### config.mk
export PLATFORM = sky130hd
export DESIGN_NAME = avmm_button_led_pio_flat
export DESIGN_NICKNAME = d
export VERILOG_FILES = /design/src/rtl/avmm_button_led_pio_if.sv /design/src/rtl/avmm_button_led_pio.sv /design/src/flat_wrapper.sv
export SDC_FILE = /design/constraint.sdc
export NUM_CORES = 1
export LEC_CHECK = 0
export CORE_ASPECT_RATIO = 1.25
export CORE_MARGIN = 1
export CORE_UTILIZATION = 50
export CTS_CLUSTER_SIZE = 12
export DETAILED_ROUTE_END_ITERATION = 16
export GPL_ROUTABILITY_DRIVEN = 0
export GPL_TIMING_DRIVEN = 0
export PLACE_DENSITY = 0.79
export SYNTH_ARGS = -nofsm -noshare
export SYNTH_HDL_FRONTEND = slang
export SYNTH_SLANG_ARGS = --single-unit
### constraint.sdc
create_clock -name clk -period 2.17 [get_ports clk]
set_input_delay 0.3255 -clock clk [delete_from_list [all_inputs] [get_ports clk]]
set_output_delay 0.3255 -clock clk [all_outputs]
set_load 0.1 [all_outputs]
### src/rtl/avmm_button_led_pio_if.sv
// Avalon-MM slave bus bundle for the button/LED PIO.
interface avmm_button_led_pio_if;
  logic [2:0]  avs_address;
  logic        avs_read;
  logic        avs_write;
  logic [31:0] avs_writedata;
  logic [31:0] avs_readdata;

  modport master (
    output avs_address, avs_read, avs_write, avs_writedata,
    input  avs_readdata
  );

  modport slave (
    input  avs_address, avs_read, avs_write, avs_writedata,
    output avs_readdata
  );
endinterface

### src/rtl/avmm_button_led_pio.sv
// Button/LED PIO: synchronised and debounced buttons, press-edge capture with
// maskable level interrupt, and LEDs with per-bit hardware blink.
module avmm_button_led_pio #(
  parameter int unsigned NUM_BTN         = 4,
  parameter int unsigned NUM_LED         = 8,
  parameter int unsigned DEBOUNCE_CYCLES = 500000,
  parameter int unsigned BTN_ACTIVE_LOW  = 1,
  parameter int unsigned BLINK_DIV       = 25000000
) (
  input  logic                    clk,
  input  logic                    reset_n,
  avmm_button_led_pio_if.slave    bus,
  output logic                    irq,
  input  logic [NUM_BTN-1:0]      btn_in,
  output logic [NUM_LED-1:0]      led_out
);

  localparam int unsigned DEB_W = (DEBOUNCE_CYCLES > 1) ? $clog2(DEBOUNCE_CYCLES) : 1;
  localparam int unsigned BLK_W = (BLINK_DIV > 1) ? $clog2(BLINK_DIV) : 1;
  localparam logic [DEB_W-1:0] DEB_LAST = DEB_W'(DEBOUNCE_CYCLES - 1);
  localparam logic [BLK_W-1:0] BLK_LAST = BLK_W'(BLINK_DIV - 1);

  logic [NUM_BTN-1:0] btn_norm;
  logic [NUM_BTN-1:0] sync1;
  logic [NUM_BTN-1:0] sync2;
  logic [NUM_BTN-1:0] stable;
  logic [DEB_W-1:0]   deb_cnt [NUM_BTN];
  logic [NUM_BTN-1:0] deb_done;
  logic [NUM_BTN-1:0] btn_rise;
  logic [NUM_BTN-1:0] edge_cap;
  logic [NUM_BTN-1:0] irq_mask;
  logic [NUM_BTN-1:0] ecap_clr;
  logic [NUM_LED-1:0] led_reg;
  logic [NUM_LED-1:0] blink_en;
  logic [BLK_W-1:0]   blink_cnt;
  logic               blink_phase;
  logic [31:0]        rd_mux;
  logic [31:0]        readdata_q;
  logic               wr_led;
  logic               wr_mask;
  logic               wr_ecap;
  logic               wr_blink;
  logic               unused_wdata;

  // Normalise so that 1 always means pressed.
  assign btn_norm = (BTN_ACTIVE_LOW != 0) ? ~btn_in : btn_in;

  assign unused_wdata = ^bus.avs_writedata;

  // Two-flop synchroniser for the asynchronous button pins.
  always_ff @(posedge clk or negedge reset_n) begin
    if (!reset_n) begin
      sync1 <= '0;
      sync2 <= '0;
    end else begin
      sync1 <= btn_norm;
      sync2 <= sync1;
    end
  end

  // Debounce acceptance and press (0->1) detection per button.
  always_comb begin
    deb_done = '0;
    for (int i = 0; i < NUM_BTN; i++) begin
      deb_done[i] = (sync2[i] != stable[i]) && (deb_cnt[i] == DEB_LAST);
    end
    btn_rise = deb_done & sync2;
  end

  // Debounce counters and accepted stable levels.
  always_ff @(posedge clk or negedge reset_n) begin
    if (!reset_n) begin
      stable <= '0;
      for (int i = 0; i < NUM_BTN; i++) begin
        deb_cnt[i] <= '0;
      end
    end else begin
      for (int i = 0; i < NUM_BTN; i++) begin
        if (deb_done[i]) begin
          stable[i]  <= sync2[i];
          deb_cnt[i] <= '0;
        end else if (sync2[i] != stable[i]) begin
          deb_cnt[i] <= deb_cnt[i] + DEB_W'(1);
        end else begin
          deb_cnt[i] <= '0;
        end
      end
    end
  end

  // Write decode.
  always_comb begin
    wr_led   = bus.avs_write && (bus.avs_address == 3'd1);
    wr_mask  = bus.avs_write && (bus.avs_address == 3'd2);
    wr_ecap  = bus.avs_write && (bus.avs_address == 3'd3);
    wr_blink = bus.avs_write && (bus.avs_address == 3'd4);
    ecap_clr = wr_ecap ? bus.avs_writedata[NUM_BTN-1:0] : '0;
  end

  // Control registers and edge capture; a new press beats a same-cycle clear.
  always_ff @(posedge clk or negedge reset_n) begin
    if (!reset_n) begin
      led_reg  <= '0;
      irq_mask <= '0;
      blink_en <= '0;
      edge_cap <= '0;
    end else begin
      if (wr_led)   led_reg  <= bus.avs_writedata[NUM_LED-1:0];
      if (wr_mask)  irq_mask <= bus.avs_writedata[NUM_BTN-1:0];
      if (wr_blink) blink_en <= bus.avs_writedata[NUM_LED-1:0];
      edge_cap <= (edge_cap & ~ecap_clr) | btn_rise;
    end
  end

  // Read mux over the pre-write register contents.
  always_comb begin
    rd_mux = '0;
    case (bus.avs_address)
      3'd0:    rd_mux = 32'(stable);
      3'd1:    rd_mux = 32'(led_reg);
      3'd2:    rd_mux = 32'(irq_mask);
      3'd3:    rd_mux = 32'(edge_cap);
      3'd4:    rd_mux = 32'(blink_en);
      3'd5:    rd_mux = {16'(NUM_LED), 16'(NUM_BTN)};
      default: rd_mux = '0;
    endcase
  end

  // Read data register (latency 1, held until the next read) and interrupt.
  always_ff @(posedge clk or negedge reset_n) begin
    if (!reset_n) begin
      readdata_q <= '0;
      irq        <= 1'b0;
    end else begin
      if (bus.avs_read) readdata_q <= rd_mux;
      irq <= |(edge_cap & irq_mask);
    end
  end

  assign bus.avs_readdata = readdata_q;

  // Free-running blink divider; phase toggles on every wrap.
  always_ff @(posedge clk or negedge reset_n) begin
    if (!reset_n) begin
      blink_cnt   <= '0;
      blink_phase <= 1'b0;
      led_out     <= '0;
    end else begin
      if (blink_cnt == BLK_LAST) begin
        blink_cnt   <= '0;
        blink_phase <= ~blink_phase;
      end else begin
        blink_cnt <= blink_cnt + BLK_W'(1);
      end
      led_out <= led_reg & (~blink_en | {NUM_LED{blink_phase}});
    end
  end

endmodule

### src/flat_wrapper.sv
// flat-port wrapper written by rule: the top's interface ports become plain ports
module avmm_button_led_pio_flat 
#(
  parameter int unsigned NUM_BTN         = 4,
  parameter int unsigned NUM_LED         = 8,
  parameter int unsigned DEBOUNCE_CYCLES = 500000,
  parameter int unsigned BTN_ACTIVE_LOW  = 1,
  parameter int unsigned BLINK_DIV       = 25000000
)
  (clk, reset_n, irq, btn_in, led_out, bus_avs_address, bus_avs_read, bus_avs_write, bus_avs_writedata, bus_avs_readdata);
  avmm_button_led_pio_if bus_i ();
  input  logic clk;
  input  logic reset_n;
  output logic irq;
  input  logic [NUM_BTN-1:0] btn_in;
  output logic [NUM_LED-1:0] led_out;
  input wire logic [$bits(bus_i.avs_address)-1:0] bus_avs_address;
  input wire logic [$bits(bus_i.avs_read)-1:0] bus_avs_read;
  input wire logic [$bits(bus_i.avs_write)-1:0] bus_avs_write;
  input wire logic [$bits(bus_i.avs_writedata)-1:0] bus_avs_writedata;
  output wire logic [$bits(bus_i.avs_readdata)-1:0] bus_avs_readdata;
  assign bus_i.avs_address = bus_avs_address;
  assign bus_i.avs_read = bus_avs_read;
  assign bus_i.avs_write = bus_avs_write;
  assign bus_i.avs_writedata = bus_avs_writedata;
  assign bus_avs_readdata = bus_i.avs_readdata;
  avmm_button_led_pio #(.NUM_BTN(NUM_BTN), .NUM_LED(NUM_LED), .DEBOUNCE_CYCLES(DEBOUNCE_CYCLES), .BTN_ACTIVE_LOW(BTN_ACTIVE_LOW), .BLINK_DIV(BLINK_DIV)) u_core (.clk(clk), .reset_n(reset_n), .bus(bus_i), .irq(irq), .btn_in(btn_in), .led_out(led_out));
endmodule
==> metrics.txt <==
Layout area overhead=18.2%; Largest register FFs=76; worst skew pair latency=0.43 ns; Mapped Area=7400 sq um; Area contributors post-synth=dfrtp_1, xor2_1, nor2_1; TritonCTS clock tree=yes; kind of end point of the critical path=flip-flop; Seq cells post-synth=156; Initial Utilization=51.4%; Placement Setup Slack=-0.474 ns; global-route wire length before repair=26.2 mm; initial antenna violation count=0; DRC=0; Cell Pwr Density=791 nW/um^2; share of cells above drive strength 1=15.1%; leakage power=3.79 nW; most frequent cell after synthesis=dfrtp_1; Max IR drop VDD=0.611 mV; Die Y=138 microns; drt total wl=15.2 mm; Biggest register=u_core.deb_cnt; worst setup path category=flip-flop to flip-flop; Psw=2.02 mW; total congestion overflow=0; Final setup viols=0; via-per-instance ratio=5.69; Die Span X=111 microns; drt first pass iters=4; CP Launch Type=flip-flop; Max Clock Freq=0.470 GHz; Max Slew Vio Count=0; Final WS setup=0.0417 ns; cell count after synthesis=685; largest net degree at the start of global routing=101; Nets=819; slowest stage cell, crit path=or4_4; clock skew=0.00666 ns; Comb power frac=14.6%; Max-slew headroom=33.7%; Core Footprint=14,400 sq um; top post-synthesis cells by count=dfrtp_1, nor2_1, xor2_1, nand3_1, nand4_1; worst stage delay on the critical path=0.59 ns; vias in the first global route=5,515; status=complete, no violations; Worst EP arrival=2.44 ns; Synth area leader=dfrtp_1; internal power=4.90 mW; Seq pwr share=45.8%; row cnt=49; setup_tns=0 ns; Avg Cell Area, Syn=10.8 sq um; Crit path required time=2.49 ns; detailed placement HPWL=10.3 mm; worst-path cell chain=or4b_1 > or4_4 > nor2_2 > mux2_2; Clk network pwr share=39.5%; shortest period the worst path allows=2.13 ns; Max Cap Viol=0; critical path fanouts, max=4; routed vias=5,478; # port buffers=35; Final Cycle Share=98.1%; DR WL/cell=15.8 microns; sw frac=29.1%; Fin. Hold Viols=0; CTS sink cnt=156; Ports=84; die area=15,300 sq um; clock-pin slew on the worst setup and hold paths=0.06 ns; Async SR Flop Fraction=100%; YS warnings=0; Slew @ Worst Pin=0.999 ns; GRT Total Usage=21.1%; prevailing post-synth register cell=dfrtp_1; H-tree levels=4; post-route ant nets=0; 1st-iter DRT viols=286; Yosys top cell area share=52.7%; fillcell total=1,125; worst min-delay path category=input pin to flip-flop; root buffer cell=clkbuf_16; # diodes=0; Post-synth EDFFs=0; CTS Buffer Depth=2; Seq/Total Area, Yosys=52.7%; post-synthesis cell type count=53; RSZ-0062 raised after global routing=yes; CTS buffer count=17
cell type report:
type                            instances  area (sq um)  area share [%]
Clock buffer                           23           488            5.58
Timing Repair Buffer                   46           447            5.11
Clock inverter                          9          62.6           0.715
Tap cell                              178           223            2.55
Buffer                                 38           245            2.80
Sequential cell                       156          3910            44.6
Multi-Input combinational cell        487          3290            37.6
Inverter                               25          93.8            1.07
critical path: cells and delay by family, from the launching register on:
family | cells | cell delay, ns
AND/OR/NAND/NOR | 3 | 1.27
flip-flops | 1 | 0.41
multiplexers | 1 | 0.34
power groups by stage:
stage / clock network (mW) / logic [mW] / registers [mW]
after global routing: 2.90 / 1.06 / 3.19
after global placement: 0 / 1.01 / 3.22
after detailed placement: 0 / 1.04 / 3.23
final: 2.74 / 1.01 / 3.17
after floorplan: 0 / 0.420 / 3.56
after CTS: 2.78 / 1.01 / 3.17
worst paths after layout:
check | slack, ns | endpoint | start | cells past startpoint
worst max-delay path | 0.04 | u_core.stable[2]$_DFFE_PN0N_ | u_core.deb_cnt[25]$_DFF_PN0_ | 4
worst min-delay path | 0.29 | u_core.bus.avs_readdata[3]$_DFFE_PN0P_ | bus_avs_read | 2
worst max register to register | 0.04 | u_core.stable[2]$_DFFE_PN0N_ | u_core.deb_cnt[25]$_DFF_PN0_ | 4
worst min register to register | 0.36 | u_core.sync2[1]$_DFF_PN0_ | u_core.sync1[1]$_DFF_PN0_ | 0
max in group asynchronous | 0.87 | u_core.deb_cnt[24]$_DFF_PN0_ | reset_n | 3
min in group asynchronous | 0.42 | u_core.deb_cnt[49]$_DFF_PN0_ | reset_n | 2
repair_timing:
item | CTS | global route
setup endpoints to repair | 59 | 65
buffers inserted | 1 | 8
endpoints found under the hold margin | 56 | 0
pin swaps | 1 | 3
gates cloned | 0 | 0
hold buffers | 1 | 0
gates resized for setup | 22 | 9
through the flow:
step	instance area [sq um]	util, %	cells	power, mW	hold WS, ns
after detailed placement	8090	56.1	921	4.26	0.321
after global placement	8060	55.9	920	4.23	0.336
after CTS	8660	60.1	954	6.97	0.280
final	8750	60.7	962	6.92	0.293
after global routing	8750	60.7	962	7.16	0.308
after floorplan	7480	-	707	3.98	0.0299
cell usage in the layout (no fill, tap or decap), types with 8 or more instances in the layout:
cell type,n
clkdlybuf4s50_1,16
or3_1,12
nand3_1,33
nor3_1,8
mux2_2,24
a21boi_0,8
dfrtp_1,155
xor2_1,37
or4_1,8
nand4_1,33
inv_1,25
and4_1,14
clkbuf_16,17
o21ai_0,19
nor2_1,76
xnor2_1,32
buf_4,32
nand2_1,32
a21oi_1,25
clkbuf_1,11
dlygate4sd2_1,18
conb_1,23
cells by family after synthesis:
group | Yosys count | synth area share [%]
AOI/OAI and AO/OA | 85 | 8.05
xor gates and xnor gates | 69 | 8.17
adders and majority gates | 5 | 0.845
buffers and inverters | 64 | 4.62
DFF | 156 | 52.7
muxes | 33 | 5.38
other | 1 | 0.0507
and+or+nand+nor | 272 | 20.2
metal layers:
layer | GRT usage [%] | share of wire (%) | vias to the layer above
met5 | 0 | 0 | -
met4 | 9.61 | 3.0 | 0
met3 | 5.00 | 4.3 | 39
met2 | 35.6 | 51 | 111
met1 | 25.7 | 42 | 2751
li1 | - | - | 2577
Power figures use the tool's default switching activity.
